$ cat config.mk
export PLATFORM = sky130hd
export DESIGN_NAME = pipeline_ctrl_m
export DESIGN_NICKNAME = d
export VERILOG_FILES = /design/src/rtl/pipeline_ctrl_m.sv
export SDC_FILE = /design/constraint.sdc
export NUM_CORES = 1
export LEC_CHECK = 0
export CAP_MARGIN = 10
export CORE_MARGIN = 10
export CORE_UTILIZATION = 44
export CTS_CLUSTER_DIAMETER = 120
export DETAILED_ROUTE_END_ITERATION = 12
export PLACE_DENSITY = 0.88
export SLEW_MARGIN = 20
export SYNTH_ARGS = -nofsm -noshare
export SYNTH_HDL_FRONTEND = slang
export SYNTH_SLANG_ARGS = --single-unit
export TNS_END_PERCENT = 100
$ cat constraint.sdc
create_clock -name clk -period 6.9 [get_ports clk]
set_input_delay 1.38 -clock clk [delete_from_list [all_inputs] [get_ports clk]]
set_output_delay 1.38 -clock clk [all_outputs]
set_load 0.03 [all_outputs]
$ cat src/rtl/pipeline_ctrl_m.sv
// ID-stage controller for the RV32IM pipeline: instruction decode, branch
// resolution, load-use stalls, reset-hold sequence and the MUL/DIV handshake.
module pipeline_ctrl_m #(
   parameter int XLEN         = 32,
   parameter int RESET_CYCLES = 2,
   parameter int ENABLE_M     = 1,
   parameter int MDU_TIMEOUT  = 64
) (
   input  logic            clk,
   input  logic            rst_n,
   input  logic [6:0]      opcode_,
   input  logic [2:0]      funct3_,
   input  logic [6:0]      funct7_,
   input  logic [XLEN-1:0] rs1_value,
   input  logic [XLEN-1:0] rs2_value,
   input  logic [4:0]      id_rs1,
   input  logic [4:0]      id_rs2,
   input  logic [4:0]      ex_rd,
   input  logic            ex_is_load,
   input  logic            mdu_done,
   output logic            rst_pc_,
   output logic            sel_pc_,
   output logic            sel_jump_,
   output logic            stall_pc_,
   output logic            stall_IFID_,
   output logic            flush_IFID_,
   output logic            flush_IDEX_,
   output logic            write_regf_en_,
   output logic            write_ram_,
   output logic            sel_alu_a_,
   output logic [1:0]      sel_alu_b_,
   output logic [1:0]      sel_rd_value_,
   output logic [3:0]      op_,
   output logic            mdu_start_,
   output logic            illegal_,
   output logic            mdu_timeout_
);

   localparam logic [3:0] ALUOP_ADD  = 4'd0;
   localparam logic [3:0] ALUOP_SUB  = 4'd1;
   localparam logic [3:0] ALUOP_SLL  = 4'd2;
   localparam logic [3:0] ALUOP_SLT  = 4'd3;
   localparam logic [3:0] ALUOP_SLTU = 4'd4;
   localparam logic [3:0] ALUOP_XOR  = 4'd5;
   localparam logic [3:0] ALUOP_SRL  = 4'd6;
   localparam logic [3:0] ALUOP_SRA  = 4'd7;
   localparam logic [3:0] ALUOP_OR   = 4'd8;
   localparam logic [3:0] ALUOP_AND  = 4'd9;
   localparam logic [3:0] ALUOP_B    = 4'd10;

   localparam logic [6:0] OPC_LUI    = 7'b0110111;
   localparam logic [6:0] OPC_AUIPC  = 7'b0010111;
   localparam logic [6:0] OPC_JAL    = 7'b1101111;
   localparam logic [6:0] OPC_JALR   = 7'b1100111;
   localparam logic [6:0] OPC_BRANCH = 7'b1100011;
   localparam logic [6:0] OPC_LOAD   = 7'b0000011;
   localparam logic [6:0] OPC_STORE  = 7'b0100011;
   localparam logic [6:0] OPC_OPIMM  = 7'b0010011;
   localparam logic [6:0] OPC_OP     = 7'b0110011;

   localparam logic [6:0] F7_BASE   = 7'b0000000;
   localparam logic [6:0] F7_ALT    = 7'b0100000;
   localparam logic [6:0] F7_MULDIV = 7'b0000001;

   localparam int CNT_MAX = (RESET_CYCLES > MDU_TIMEOUT) ? RESET_CYCLES : MDU_TIMEOUT;
   localparam int CNT_W   = $clog2(CNT_MAX);
   localparam logic [CNT_W-1:0] RST_LAST = CNT_W'(RESET_CYCLES - 1);
   localparam logic [CNT_W-1:0] TO_LAST  = CNT_W'(MDU_TIMEOUT - 1);

   typedef enum logic [1:0] {ST_RST, ST_RUN, ST_MDU_WAIT} state_t;

   state_t           state, state_nxt;
   logic [CNT_W-1:0] cnt, cnt_nxt;
   logic             mdu_is_div;
   logic             uses_rs1, uses_rs2, legal, is_mdu;
   logic             hazard, br_taken, timeout_hit;
   logic [3:0]       alu_op;

   // Field legality and which source registers the ID instruction reads.
   always_comb begin
      // NOTE: every combinational output gets a default first so no path infers a latch.
      uses_rs1 = 1'b0;
      uses_rs2 = 1'b0;
      legal    = 1'b0;
      is_mdu   = 1'b0;
      case (opcode_)
         OPC_LUI, OPC_AUIPC, OPC_JAL: legal = 1'b1;
         OPC_JALR: begin
            uses_rs1 = 1'b1;
            legal    = (funct3_ == 3'd0);
         end
         OPC_BRANCH: begin
            uses_rs1 = 1'b1;
            uses_rs2 = 1'b1;
            legal    = (funct3_[2:1] != 2'b01);
         end
         OPC_LOAD: begin
            uses_rs1 = 1'b1;
            legal    = funct3_ inside {3'd0, 3'd1, 3'd2, 3'd4, 3'd5};
         end
         OPC_STORE: begin
            uses_rs1 = 1'b1;
            uses_rs2 = 1'b1;
            legal    = (funct3_ <= 3'd2);
         end
         OPC_OPIMM: begin
            uses_rs1 = 1'b1;
            if (funct3_ == 3'd1)      legal = (funct7_ == F7_BASE);
            else if (funct3_ == 3'd5) legal = (funct7_ == F7_BASE) || (funct7_ == F7_ALT);
            else                      legal = 1'b1;
         end
         OPC_OP: begin
            uses_rs1 = 1'b1;
            uses_rs2 = 1'b1;
            if (funct7_ == F7_BASE)     legal = 1'b1;
            else if (funct7_ == F7_ALT) legal = (funct3_ == 3'd0) || (funct3_ == 3'd5);
            else if (funct7_ == F7_MULDIV) begin
               is_mdu = (ENABLE_M != 0);
               legal  = is_mdu;
            end
         end
         default: ;
      endcase
   end

   always_comb begin
      alu_op = ALUOP_ADD;
      case (funct3_)
         3'd0: alu_op = (opcode_ == OPC_OP && funct7_ == F7_ALT) ? ALUOP_SUB : ALUOP_ADD;
         3'd1: alu_op = ALUOP_SLL;
         3'd2: alu_op = ALUOP_SLT;
         3'd3: alu_op = ALUOP_SLTU;
         3'd4: alu_op = ALUOP_XOR;
         3'd5: alu_op = funct7_[5] ? ALUOP_SRA : ALUOP_SRL;
         3'd6: alu_op = ALUOP_OR;
         default: alu_op = ALUOP_AND;
      endcase
   end

   always_comb begin
      br_taken = 1'b0;
      case (funct3_)
         3'd0: br_taken = (rs1_value == rs2_value);
         3'd1: br_taken = (rs1_value != rs2_value);
         3'd4: br_taken = ($signed(rs1_value) <  $signed(rs2_value));
         3'd5: br_taken = ($signed(rs1_value) >= $signed(rs2_value));
         3'd6: br_taken = (rs1_value <  rs2_value);
         3'd7: br_taken = (rs1_value >= rs2_value);
         default: ;
      endcase
   end

   assign hazard = ex_is_load && (ex_rd != 5'd0) &&
                   ((uses_rs1 && ex_rd == id_rs1) || (uses_rs2 && ex_rd == id_rs2));
   assign timeout_hit = (state == ST_MDU_WAIT) && !mdu_done && (cnt == TO_LAST);

   always_ff @(posedge clk or negedge rst_n) begin
      if (!rst_n) begin
         state        <= ST_RST;
         cnt          <= '0;
         mdu_timeout_ <= 1'b0;
         mdu_is_div   <= 1'b0;
      end else begin
         // NOTE: sequential state uses non-blocking assignments so all registers update together.
         state <= state_nxt;
         cnt   <= cnt_nxt;
         if (timeout_hit) mdu_timeout_ <= 1'b1;
         if (mdu_start_)  mdu_is_div   <= funct3_[2];
      end
   end

   always_comb begin
      state_nxt = state;
      cnt_nxt   = cnt;
      case (state)
         ST_RST: begin
            if (cnt == RST_LAST) begin
               state_nxt = ST_RUN;
               cnt_nxt   = '0;
            end else begin
               cnt_nxt = cnt + 1'b1;
            end
         end
         ST_RUN: begin
            if (!hazard && legal && is_mdu) begin
               state_nxt = ST_MDU_WAIT;
               cnt_nxt   = '0;
            end
         end
         ST_MDU_WAIT: begin
            if (mdu_done || timeout_hit) begin
               state_nxt = ST_RUN;
               cnt_nxt   = '0;
            end else begin
               cnt_nxt = cnt + 1'b1;
            end
         end
         default: state_nxt = ST_RST;
      endcase
   end

   always_comb begin
      rst_pc_        = 1'b0;
      sel_pc_        = 1'b0;
      sel_jump_      = 1'b0;
      stall_pc_      = 1'b0;
      stall_IFID_    = 1'b0;
      flush_IFID_    = 1'b0;
      flush_IDEX_    = 1'b0;
      write_regf_en_ = 1'b0;
      write_ram_     = 1'b0;
      sel_alu_a_     = 1'b0;
      sel_alu_b_     = 2'd0;
      sel_rd_value_  = 2'd0;
      op_            = ALUOP_ADD;
      mdu_start_     = 1'b0;
      illegal_       = 1'b0;
      case (state)
         ST_RST: begin
            rst_pc_     = 1'b1;
            flush_IFID_ = 1'b1;
            flush_IDEX_ = 1'b1;
         end
         ST_RUN: begin
            if (hazard) begin
               stall_pc_   = 1'b1;
               stall_IFID_ = 1'b1;
               flush_IDEX_ = 1'b1;
            end else if (!legal) begin
               illegal_ = 1'b1;
            end else if (is_mdu) begin
               mdu_start_  = 1'b1;
               stall_pc_   = 1'b1;
               stall_IFID_ = 1'b1;
            end else begin
               case (opcode_)
                  OPC_OPIMM: begin
                     write_regf_en_ = 1'b1;
                     op_            = alu_op;
                  end
                  OPC_OP: begin
                     write_regf_en_ = 1'b1;
                     sel_alu_b_     = 2'd1;
                     op_            = alu_op;
                  end
                  OPC_LUI: begin
                     write_regf_en_ = 1'b1;
                     op_            = ALUOP_B;
                  end
                  OPC_AUIPC: begin
                     write_regf_en_ = 1'b1;
                     sel_alu_a_     = 1'b1;
                  end
                  OPC_LOAD: begin
                     write_regf_en_ = 1'b1;
                     sel_rd_value_  = 2'd1;
                  end
                  OPC_STORE: write_ram_ = 1'b1;
                  OPC_JAL, OPC_JALR: begin
                     sel_pc_        = 1'b1;
                     sel_jump_      = (opcode_ == OPC_JAL);
                     flush_IFID_    = 1'b1;
                     flush_IDEX_    = 1'b1;
                     sel_alu_a_     = 1'b1;
                     sel_alu_b_     = 2'd2;
                     write_regf_en_ = 1'b1;
                  end
                  OPC_BRANCH: begin
                     sel_jump_ = 1'b1;
                     if (br_taken) begin
                        sel_pc_     = 1'b1;
                        flush_IFID_ = 1'b1;
                        flush_IDEX_ = 1'b1;
                     end
                  end
                  default: ;
               endcase
            end
         end
         ST_MDU_WAIT: begin
            if (mdu_done) begin
               write_regf_en_ = 1'b1;
               sel_rd_value_  = mdu_is_div ? 2'd3 : 2'd2;
            end else if (timeout_hit) begin
               // Abort: let the stalled instruction leave ID as a bubble.
               flush_IDEX_ = 1'b1;
            end else begin
               stall_pc_   = 1'b1;
               stall_IFID_ = 1'b1;
            end
         end
         default: ;
      endcase
   end

endmodule

Word-level counts from Yosys, hierarchy flattened
Cells that the tools add are included.
{"block": "classes", "addsub": 1, "n_mul": 0, "div_mod_pow": 0, "order_cmp": 5, "n_eq_ne": 30, "n_shift": 0, "n_mux": 84, "n_bitwise": 0, "n_reduce_logical": 30}
{"operator": "$ge 32x32->1", "count": 2}
{"operator": "$lt 32x32->1", "count": 2}
{"operator": "$mux 1", "count": 55}
{"operator": "$eq 32x32->1", "count": 1}
{"operator": "$ne 32x32->1", "count": 1}
{"operator": "$eq 7x6->1 const B", "count": 4}
{"operator": "$pmux 4 s7", "count": 1}
{"operator": "$eq 7x7->1 const B", "count": 3}
{"operator": "$mux 6", "count": 3}
{"operator": "$pmux 6 s3", "count": 1}
{"operator": "$mux 2", "count": 8}
{"operator": "$mux 4", "count": 4}
{"operator": "$eq 7x5->1 const B", "count": 2}
{"operator": "$eq 3x3->1 const B", "count": 4}
{"operator": "$eq 5x5->1", "count": 2}
{"operator": "$pmux 1 s2", "count": 5}
{"operator": "$reduce_bool 5->1", "count": 2}
{"operator": "$logic_and 1x1->1", "count": 9}
{"operator": "$reduce_or 3->1", "count": 3}
{"operator": "$pmux 2 s2", "count": 2}
{"operator": "$pmux 4 s2", "count": 1}
{"operator": "$eq 7x1->1 const B", "count": 1}
{"operator": "$eq 7x2->1 const B", "count": 1}
{"operator": "$logic_not 7->1", "count": 1}
{"operator": "24 further kinds", "count": 32}
{"block": "word_totals", "ff_bits": 10, "latch_bits": 0, "ramBits": 0, "rom_bits": 0, "output_inout_bits": 21, "elab_cells": 154, "memories": 0}

Depth between registers and ports, before layout
{"block": "depth", "depth_word": 11, "ltp_mapped": 9}

Least setup slack after synthesis
OpenSTA, ideal clock, no wires.
{"block": "synth_path", "path_kind": "input to output", "startpoint": "input port funct7_[2]", "endpoint": "output port sel_alu_b_[0]", "t_arrival_ns": 3.680, "slack_ns": 1.840, "stages": 6, "path_buffers": 0, "cell_sequence": "or4_4 > nor3_2 > a21boi_1 > o311ai_1 > a21oi_4 > nor4b_1"}
{"block": "synth_via", "elab_chain_cells": 9, "word_cells_on_any_way": 17}
{"item": "start: declaration", "line": "13", "text": "input logic [6:0] funct7_,"}
{"item": "$eq 7x1->1", "line": "117", "text": "else if (funct7_ == F7_MULDIV) begin"}
{"item": "$mux 1", "line": "117"}
{"item": "$mux 1", "line": "116", "text": "else if (funct7_ == F7_ALT) legal = (funct3_ == 3'd0) || (funct3_ == 3'd5);"}
{"item": "$mux 1", "line": "115", "text": "if (funct7_ == F7_BASE) legal = 1'b1;"}
{"item": "$mux 1", "line": "86", "text": "case (opcode_)"}
{"item": "$mux 2", "line": "231", "text": "end else if (is_mdu) begin"}
{"item": "$mux 2 (*)", "line": "229", "text": "end else if (!legal) begin"}
{"item": "$mux 2 (*)", "line": "225", "text": "if (hazard) begin"}
{"item": "$mux 2 (*)", "line": "218", "text": "case (state)"}
{"item": "end: declaration", "line": "31", "text": "output logic [1:0] sel_alu_b_,"}
Every way passes the cells marked *; elsewhere a longest branch is shown, timed or not.

Final worst setup path
{"block": "layout_path", "startpoint": "input port rs2_value[31]", "endpoint": "output port flush_IDEX_"}
{"block": "layout_via", "elab_chain_cells": 8, "word_cells_on_any_way": 13}
{"item": "start: declaration", "line": "15", "text": "input logic [XLEN-1:0] rs2_value,"}
{"item": "$ge 32x32->1 (tied with other cells)", "line": "148", "text": "3'd7: br_taken = (rs1_value >= rs2_value);"}
{"item": "$pmux 1 s6 (*)", "line": "142", "text": "case (funct3_)"}
{"item": "$mux 1 (*)", "line": "270", "text": "if (br_taken) begin"}
{"item": "$pmux 1 s2 (*)", "line": "236", "text": "case (opcode_)"}
{"item": "$mux 1 (*)", "line": "231"}
{"item": "$mux 1 (*)", "line": "229"}
{"item": "$mux 1 (*)", "line": "225"}
{"item": "$pmux 1 s3 (*)", "line": "218"}
{"item": "end: declaration", "line": "27", "text": "output logic flush_IDEX_,"}
Marks and branches as above.

==> impl_metrics.yaml <==
clock_tree:
  cts_root_buf: "clkbuf_8"
  cts_buffer_depth: 2
  post_cts_buffers: 0
  cts-buffers-inserted: 3
  clk_latency_ns: 0.25
  cts.repair.resized: 0
  cts_sinks: 10
  hold_buffers: 0
  cts_tree: "yes"
  path_clk_slew_ns: 0.05
  htreeDepth: 1
yosys:
  synthFlopType: "dfrtp_1"
  synth-xor-area-share_pct: 4.55
  synth_area_sq_mm: 0.00231
  synth_compound_area_share_pct: 25.7
  ys_ff_latch: 10
  synthCells: 308
  synth_cell_types: 67
  synth_edf_count: 0
  synth_top_family_by_area: "simple AND/OR/NAND/NOR gates"
  yosys.area_share.simple_pct: 28.1
  synthAdderAreaFrac_pct: 20.6
  avgSynthCellArea_sq_um: 7.50
  synthArstFlopShare_pct: 100
  yosysWarnings: 0
  ys_seq_area_share_pct: 10.8
  synth_mux_area_share_pct: 1.41
  syn_nets: 446
grt:
  grt_pass1_wl_um: 13200
  busiest_layer: "met2"
  antenna_found_initial: 0
  grt_overflow: 0
  grtUsageMet1_pct: 21.5
  grt_max_degree: 14
  globalRouteMet2Util_pct: 34.3
  grt_pass1_vias: 2660
  grt_use_met3_pct: 2.26
  grt_use_total_pct: 18.3
place:
  globalplace.congestion: 0.903
  hpwl_um: 7210
  place_ws_ns: 0.936
  io_buffers: 120
drt:
  drtAntennaViolNets: 0
  drc_errors: 0
  dr_total_vias: 2679
  vias_per_cell: 5.40
  wirelength_um: 8170
  wire_per_inst_um: 16.5
  first_iter_violations: 140
  dr.pass1.iters: 5
worst_setup_path:
  worstSetupEndpointType: "output pin"
  path_class: "in2out"
  crit_fanout: 4
  cp-start-kind: "primary input"
  crit_arrival_ns: 4.53
  critPathRequiredTime_ns: 5.52
timing:
  period_share_pct: 85.7
  slew-limit-headroom_pct: 62.3
  rsz0062_at_grt: "no"
  slew_viol_final: 0
  fin_ws_ns: 0.988
  tns_ns: 0
  fmax_mhz: 169
  hold_viol_final: 0
  finalSetupViolCount: 0
  finClkSkew_ns: 0.00628
  worst_pin_slew_ns: 0.556
  period_minus_slack_ns: 5.91
power_and_ir_drop:
  power_density_mw_per_mm2: 163
  finalPower_uw: 590
  peakVddDrop_mv: 0.207
  leakage_uw: 0.00156
layout:
  drive_gt1_share_pct: 6.81
  n_antenna_cell: 0
  area_growth_syn_to_layout_pct: 56.9
  fin_nets: 565
  final_util_pct: 71.0
floorplan:
  die_area_sq_mm: 0.00855
  fp.dieH_um: 92.5
  core-area_sq_mm: 0.00511
  start_util_pct: 45.2
  die_x_um: 92.5
  rows: 26
  pin_count: 121
worst_hold_path:
  hold_class: "reg2reg"
job:
  cap_violations: 0
outcome:
  status: "finished clean"
## synthesized netlist by cell type (3+ instances only)
master,instances,area share (%)
inv_1,47,7.6
ha_1,38,21
nand2_1,32,5.2
a21oi_1,21,4.5
nor2_1,17,2.8
nand4_1,12,3.2
o21ai_0,11,2.4
dfrtp_1,10,11
nand3_1,10,2.2
xnor2_1,10,3.8
nor3_1,8,1.7
and3_1,5,1.4
a31oi_1,4,1.1
nand2b_1,4,1.1
o21a_1,4,1.3
clkbuf_1,3,0.49
nor4_1,3,0.81
## worst paths after layout
path / cells after the start / start / endpoint / slack (ns)
min in group asynchronous: 1 / rst_n / cnt[0] / 1.46
hold reg to reg: 1 / mdu_timeout_ / mdu_timeout_ / 0.48
setup reg to reg: 7 / cnt[0] / state[1] / 4.99
setup / recovery: 11 / rs2_value[31] / flush_IDEX_ / 0.99
hold / removal: 1 / mdu_timeout_ / mdu_timeout_ / 0.48
max in group asynchronous: 1 / rst_n / state[0] / 5.12
## cells by family after synthesis
kind of cell,Yosys count
AND/OR/NAND/NOR,114
AO/OA/AOI/OAI,78
buffers and inverters,53
adder cells (fa/ha/maj),38
XOR/XNOR,12
flip-flops,10
multiplexers,3
## registers in the layout (all words and copies together), names as in the netlist
name,count
mdu_is_div,1
mdu_timeout_,1
state,2
cnt,6
## worst max-delay path, stage by stage
cell and delay [ns]:
clkdlybuf4s50_1 0.45, inv_1 0.04, ha_1 0.32, nand4_1 0.17
nor4_1 0.51, inv_1 0.08, a31oi_1 0.21, nor3_1 0.10
o41ai_2 0.49, a311oi_1 0.15, clkdlybuf4s50_1 0.63
## cell type report
cell class	instances	area, sq um
Multi-Input combinational cell	245	1860
Fill cell	412	1480
Timing Repair Buffer	120	1200
Sequential cell	10	250
Inverter	47	176
Tap cell	70	87.6
Clock buffer	4	55.1
## cell usage in the layout, fill, tap and decap left out, types with 11 or more instances in the layout
| master | count |
|---|---|
| inv_1 | 47 |
| nand2_1 | 32 |
| nand4_1 | 12 |
| ha_1 | 38 |
| o21ai_0 | 11 |
| clkdlybuf4s50_1 | 120 |
| a21oi_1 | 21 |
| nor2_1 | 17 |
## power by group
part	internal [uW]	switching (uW)	leakage (uW)
combinational	199	220	0.00140
sequential	74.0	19.7	0.000134
clock	50.5	26.9	0.0000288
## stage by stage
step | area (sq um) | instances | hold slack [ns]
final | 3630 | 496 | 0.481
after global routing | 3630 | 496 | 0.496
after CTS | 3630 | 496 | 0.489
after detailed placement | 3570 | 492 | 0.471
after global placement | 3570 | 492 | 0.452
after floorplan | 2310 | 308 | 0.481
## per-layer routing
metal	up-vias	part of all wire (%)	wire length [um]
li1	1345	-	-
met1	1213	40	3270
met2	109	52	4270
met3	12	6.1	499
met4	0	1.6	131
met5	-	0	0
Note: power is estimated with default switching activity, not from simulation.
